File: src/rtl/cordic_prerotate.sv
// cordic_prerotate: reduces a signed Q10 angle into [-HALF_PI-1, HALF_PI] and
// seeds the 16-stage CORDIC pipeline with (x0, y0, z0).
//
// Ports:
//   clk        sole clock, rising edge
//   rst        asynchronous active-high reset
//   in_angle   signed Q10 angle (1024 = 1.0 rad), full 32-bit range
//   in_valid   in_angle valid this cycle
//   in_ready   block idle and able to accept (combinational from state)
//   x0,y0,z0   registered CORDIC seed; y0 is always 0
//   out_valid  one-cycle pulse marking a new x0/y0/z0
//   quad       (only with CORDIC_PREROTATE_QUAD_EN) quadrant of the folded angle
//
// Optional feature macro: CORDIC_PREROTATE_QUAD_EN adds the quad output.
module cordic_prerotate #(
  parameter int unsigned TWO_PI = 6434,
  parameter int unsigned X_INIT = 622
) (
  input  logic               clk,
  input  logic               rst,
  input  logic signed [31:0] in_angle,
  input  logic               in_valid,
  output logic               in_ready,
  output logic signed [31:0] x0,
  output logic signed [31:0] y0,
  output logic signed [31:0] z0,
`ifdef CORDIC_PREROTATE_QUAD_EN
  output logic [1:0]         quad,
`endif
  output logic               out_valid
);

  localparam int unsigned W = 32;
  localparam int unsigned KW = 5;

  localparam logic [W-1:0] LP_TWO_PI        = W'(TWO_PI);
  localparam logic [W-1:0] LP_PI            = LP_TWO_PI >> 1;
  localparam logic [W-1:0] LP_HALF_PI       = LP_TWO_PI >> 2;
  localparam logic [W-1:0] LP_THREE_HALF_PI = LP_PI + LP_HALF_PI;
  localparam logic signed [W-1:0] LP_X_POS  = W'(X_INIT);
  localparam logic signed [W-1:0] LP_X_NEG  = -LP_X_POS;
  localparam logic [KW-1:0] LP_K_START      = KW'(18);

  localparam logic [1:0] S_IDLE   = 2'd0;
  localparam logic [1:0] S_REDUCE = 2'd1;
  localparam logic [1:0] S_FOLD   = 2'd2;
  localparam logic [1:0] S_DONE   = 2'd3;

  logic [1:0]    r_state;
  logic [1:0]    w_next_state;
  logic [KW-1:0] r_k;
  logic [W-1:0]  r_rem;
  logic          r_sign;

  logic          w_accept;
  logic [W-1:0]  w_angle_u;
  logic [W-1:0]  w_mag;
  logic [W-1:0]  w_step;
  logic [W-1:0]  w_r;

  assign in_ready  = (r_state == S_IDLE);
  assign w_accept  = in_valid && in_ready;
  assign w_angle_u = in_angle;
  // -2^31 maps to 2^31, which is representable as an unsigned 32-bit value
  assign w_mag     = in_angle[W-1] ? (~w_angle_u + W'(1)) : w_angle_u;
  // TWO_PI<<18 still fits below 2^31, so the shift never overflows
  assign w_step    = LP_TWO_PI << r_k;
  // Negative angles map to TWO_PI - (|a| mod TWO_PI), except an exact multiple
  assign w_r       = (r_sign && (r_rem != '0)) ? (LP_TWO_PI - r_rem) : r_rem;

  // State register
  always_ff @(posedge clk or posedge rst) begin
    if (rst) r_state <= S_IDLE;
    else     r_state <= w_next_state;
  end

  // Next-state logic
  always_comb begin
    w_next_state = r_state;
    case (r_state)
      S_IDLE:   if (in_valid)  w_next_state = S_REDUCE;
      S_REDUCE: if (r_k == '0) w_next_state = S_FOLD;
      S_FOLD:   w_next_state = S_DONE;
      S_DONE:   w_next_state = S_IDLE;
      default:  w_next_state = S_IDLE;
    endcase
  end

  // Restoring reduction datapath and registered CORDIC seed
  always_ff @(posedge clk or posedge rst) begin
    if (rst) begin
      r_k       <= LP_K_START;
      r_rem     <= '0;
      r_sign    <= 1'b0;
      x0        <= '0;
      y0        <= '0;
      z0        <= '0;
      out_valid <= 1'b0;
`ifdef CORDIC_PREROTATE_QUAD_EN
      quad      <= 2'd0;
`endif
    end else begin
      out_valid <= (r_state == S_FOLD);
      case (r_state)
        S_IDLE: begin
          if (w_accept) begin
            r_sign <= in_angle[W-1];
            r_rem  <= w_mag;
            r_k    <= LP_K_START;
          end
        end
        S_REDUCE: begin
          if (r_rem >= w_step) r_rem <= r_rem - w_step;
          if (r_k != '0)       r_k   <= r_k - KW'(1);
        end
        S_FOLD: begin
          y0 <= '0;
          if (w_r <= LP_HALF_PI) begin
            z0 <= w_r;
            x0 <= LP_X_POS;
          end else if (w_r <= LP_THREE_HALF_PI) begin
            z0 <= w_r - LP_PI;
            x0 <= LP_X_NEG;
          end else begin
            z0 <= w_r - LP_TWO_PI;
            x0 <= LP_X_POS;
          end
`ifdef CORDIC_PREROTATE_QUAD_EN
          if (w_r <= LP_HALF_PI)            quad <= 2'd0;
          else if (w_r < LP_PI)             quad <= 2'd1;
          else if (w_r <= LP_THREE_HALF_PI) quad <= 2'd2;
          else                              quad <= 2'd3;
`endif
        end
        default: ;
      endcase
    end
  end

endmodule

File: config.mk
export PLATFORM = sky130hd
export DESIGN_NAME = cordic_prerotate
export DESIGN_NICKNAME = d
export VERILOG_FILES = /design/src/rtl/cordic_prerotate.sv
export SDC_FILE = /design/constraint.sdc
export NUM_CORES = 1
export LEC_CHECK = 0
export ABC_AREA = 0
export BUFFER_PORTS_ARGS = -buffer_cell sky130_fd_sc_hd__buf_2
export CORE_MARGIN = 3
export CORE_UTILIZATION = 53
export CTS_BUF_LIST = sky130_fd_sc_hd__clkbuf_8
export DETAILED_ROUTE_END_ITERATION = 8
export PLACE_DENSITY = 0.73
export SKIP_LAST_GASP = 1
export SYNTH_ARGS = -nofsm -noshare
export SYNTH_HDL_FRONTEND = slang
export SYNTH_SLANG_ARGS = --single-unit
export TNS_END_PERCENT = 10
File: constraint.sdc
create_clock -name clk -period 9.93 [get_ports clk]
set_input_delay 0.993 -clock clk [delete_from_list [all_inputs] [get_ports clk]]
set_output_delay 0.993 -clock clk [all_outputs]
set_load 0.05 [all_outputs]
==> flow_metrics.tcl <==
set metrics [dict create \
    cts_buffers 9 \
    setup_viol 0 \
    cp_max_fo 31 \
    setup_ws_ns 4.61 \
    holdPathStages 1 \
    clockBufferDepth 2 \
    fin_crit_sh_pct 53.6 \
    cp.arrival_ns 5.58 \
    fin_cells 1343 \
    ys_ff_latch 76 \
    synth_top_area_share_pct 20.9 \
    rows 46 \
    grt_pass1_vias 7306 \
    n_fill_cell 1497 \
    synth-compound-area-share_pct 24.3 \
    grt_use_total_pct 25.9 \
    cts_tree "done" \
    final_antenna_net_count 0 \
    num-nets-final 1203 \
    synthMuxAreaShare_pct 9.22 \
    cts_sinks 76 \
    slowest_stage "nand2_2" \
    num_antenna_cells 0 \
    grt_pass1_wl_um 38200 \
    cp_common_cell "o21ai_0" \
    fmaxAchievable_mhz 188 \
    syn_area_mm2 0.00887 \
    synth-simple-area-share_pct 19.6 \
    synth_warnings 0 \
    core_mm2 0.0161 \
    fin_skew_ns 0.0160 \
    syn_area_per_cell_um2 8.16 \
    num_vias 8133 \
    die_x_um 135 \
    maxCapViolCount 0 \
    reg2reg_setup_slack_ns 4.61 \
    final_hold_viol_count 0 \
    syn_inst 1088 \
    drt_iter0_drc 719 \
    r2r-start "r_k[1]" \
    tightestPinTransition_ns 0.979 \
    synth-async-reset-ratio_pct 100 \
    rr_worst_depth 17 \
    critPathKind "register to register" \
    drive_gt1_share_pct 19.6 \
    wl_um 23500 \
    synth.distinct_cells 92 \
    drc 0 \
    timing.rr.end "r_rem[4]" \
    dpl.hpwl_um 18200 \
    clk_pin_slew_ns 0.09 \
    syn2layout_area_growth_pct 5.41 \
    cts_setup_buffers 0 \
    viasPerCell 6.06 \
    maxSlewHeadroom_pct 34.7 \
    die-area_mm2 0.0183 \
    min_to "x0[1]" \
    place_congestion 0.975 \
    multiInputGateArea_mm2 0.00625 \
    antenna_found_initial 0 \
    synth_edf_count 0 \
    fin_crit_ns 5.32 \
    globalRoute.totalOverflow 0 \
    yosys-top-cells-area "dfrtp_1 21%, ha_1 6.5%, mux2_2 6.3%, buf_4 5.2%, xnor2_1 5.2%" \
    h-tree-depth 3 \
    ioPinCount 133 \
    synth_largest_area_cell "dfrtp_1" \
    rsz0062_at_grt "false" \
    first_pass_iters 5 \
    wl_per_cell_um 17.5 \
    synthAdderAreaFrac_pct 6.49 \
    place.port_buffers 99 \
    crit_chain "inv_1 -> ha_1 -> nor2b_1 -> nand2_1 -> ha_1 -> nor2b_1 -> o21ai_0 -> a21oi_1 -> o21ai_0 -> a21oi_1 -> o21a_1 -> o2111ai_1 -> nand4_1 -> a2111oi_0 -> o21ai_0 -> nand2_2 -> mux2_2" \
    synth_xor_area_share_pct 9.28 \
    start_kind "register" \
    pre_cts_ws_ns 4.70 \
    setup.worst_path.start "r_k[1]" \
    max_stage_delay_ns 0.68 \
    tns_ns 0 \
    cp.required_ns 10.20 \
    die_y_um 135 \
    synth_top_family_by_area "compound AO/OA/AOI/OAI gates" \
    place_inst 1327 \
    cts.repair.resized 0 \
    yosysSeqAreaShare_pct 21.5 \
    grt_max_degree 77 \
    hp-class "register to register" \
    hp-start "x0[1]" \
    postCtsHoldBufs 0 \
    seq_area_mm2 0.00190 \
    finalMaxSlewViolations 0 \
    critPathCaptureType "register" \
    clockRootBuffer "clkbuf_8" \
    clk_latency_ns 0.38 \
    initial_core_util_pct 55.1 \
    synthFlopType "dfrtp_1" \
    outcome "completed" \
]
## logic make-up (layout without fill, tap and decap cells)
kind of cell / after synthesis / count (layout)
AND/OR/NAND/NOR: 330 / 330
AO/OA/AOI/OAI: 313 / 313
buffers and inverters: 153 / 160
XOR/XNOR: 94 / 94
flip-flops: 76 / 76
multiplexers: 75 / 75
adder cells (fa/ha/maj): 46 / 46
other: 1 / 33
## layer usage
metal | part of all wire [%] | vias to the layer above | global-route usage (%) | wire [um]
met5 | 0 | - | 0 | 0
met4 | 2.6 | 0 | 8.68 | 610
met3 | 7.2 | 40 | 2.38 | 1700
met2 | 44 | 326 | 40.5 | 10400
met1 | 46 | 3803 | 37.6 | 10700
li1 | - | 3964 | - | -
## stage by stage
step	hold slack (ns)	area, um2	util, %
after floorplan	0.500	8990	-
after global placement	0.451	9110	56.5
after global routing	0.490	9350	58.0
after detailed placement	0.450	9110	56.5
final	0.468	9350	58.0
after CTS	0.474	9350	58.0
## placed cells by master (no fill, tap or decap), types with 14 or more instances in the layout
cell type and n:
o31ai_1 18, conb_1 33, nor2_1 84, nand2_1 80, mux2i_1 24, a21oi_1 67
ha_1 45, xnor2_1 53, or3_1 14, inv_1 38, a21o_1 19, o21ai_0 69
dfrtp_1 74, nand3_1 24, buf_2 99, mux2_2 50, nor3_1 20, nand2b_1 18
a31oi_1 17, xor2_1 41
## worst max-delay path by stage
stage          cells past startpoint  slack, ns         to
2_1_floorplan                     19       5.52  r_rem[11]
3_3_place_gp                      17       4.87   r_rem[2]
3_5_place_dp                      17       4.70  r_rem[31]
4_1_cts                           17       4.68   r_rem[4]
5_1_grt                           17       4.24   r_rem[4]
6_report                          17       4.61   r_rem[4]
## flip-flops by register name, indices dropped and copies added (netlist names)
signal,flops
out_valid,1
r_k,5
r_rem,32
r_sign,1
r_state,2
x0,3
z0,32
## final cells by class
| class | instances | area share (%) |
|---|---|---|
| Sequential cell | 76 | 20.4 |
| Multi-Input combinational cell | 891 | 66.8 |
| Clock buffer | 9 | 1.32 |
| Timing Repair Buffer | 104 | 5.70 |
| Tap cell | 216 | 2.89 |
| Clock inverter | 7 | 1.32 |
| Inverter | 40 | 1.61 |
## critical path: cells and delay by family, from the launching register on
| kind | cells | cell delay [ns] |
|---|---|---|
| muxes | 1 | 0.41 |
| AOI/OAI and AO/OA | 8 | 1.87 |
| and+or+nand+nor | 5 | 1.62 |
| buffers and inverters | 1 | 0.14 |
| adders and majority gates | 2 | 0.71 |
| DFF | 1 | 0.42 |
## cells in the mapped netlist, types with 14 or more instances
cell type,n
nand3_1,24
xnor2_1,53
mux2i_1,24
clkbuf_1,28
o31ai_1,18
nor3_1,20
or3_1,14
nand2_1,81
buf_4,62
xor2_1,41
ha_1,46
nor2_1,84
mux2_2,50
a21oi_1,67
a31oi_1,17
nand2b_1,18
a21o_1,19
inv_1,39
dfrtp_1,74
o21ai_0,69
Power is left out: the tool's default activity adds up to more than one toggle a clock period on the data nets, which glitch-free logic cannot reach.
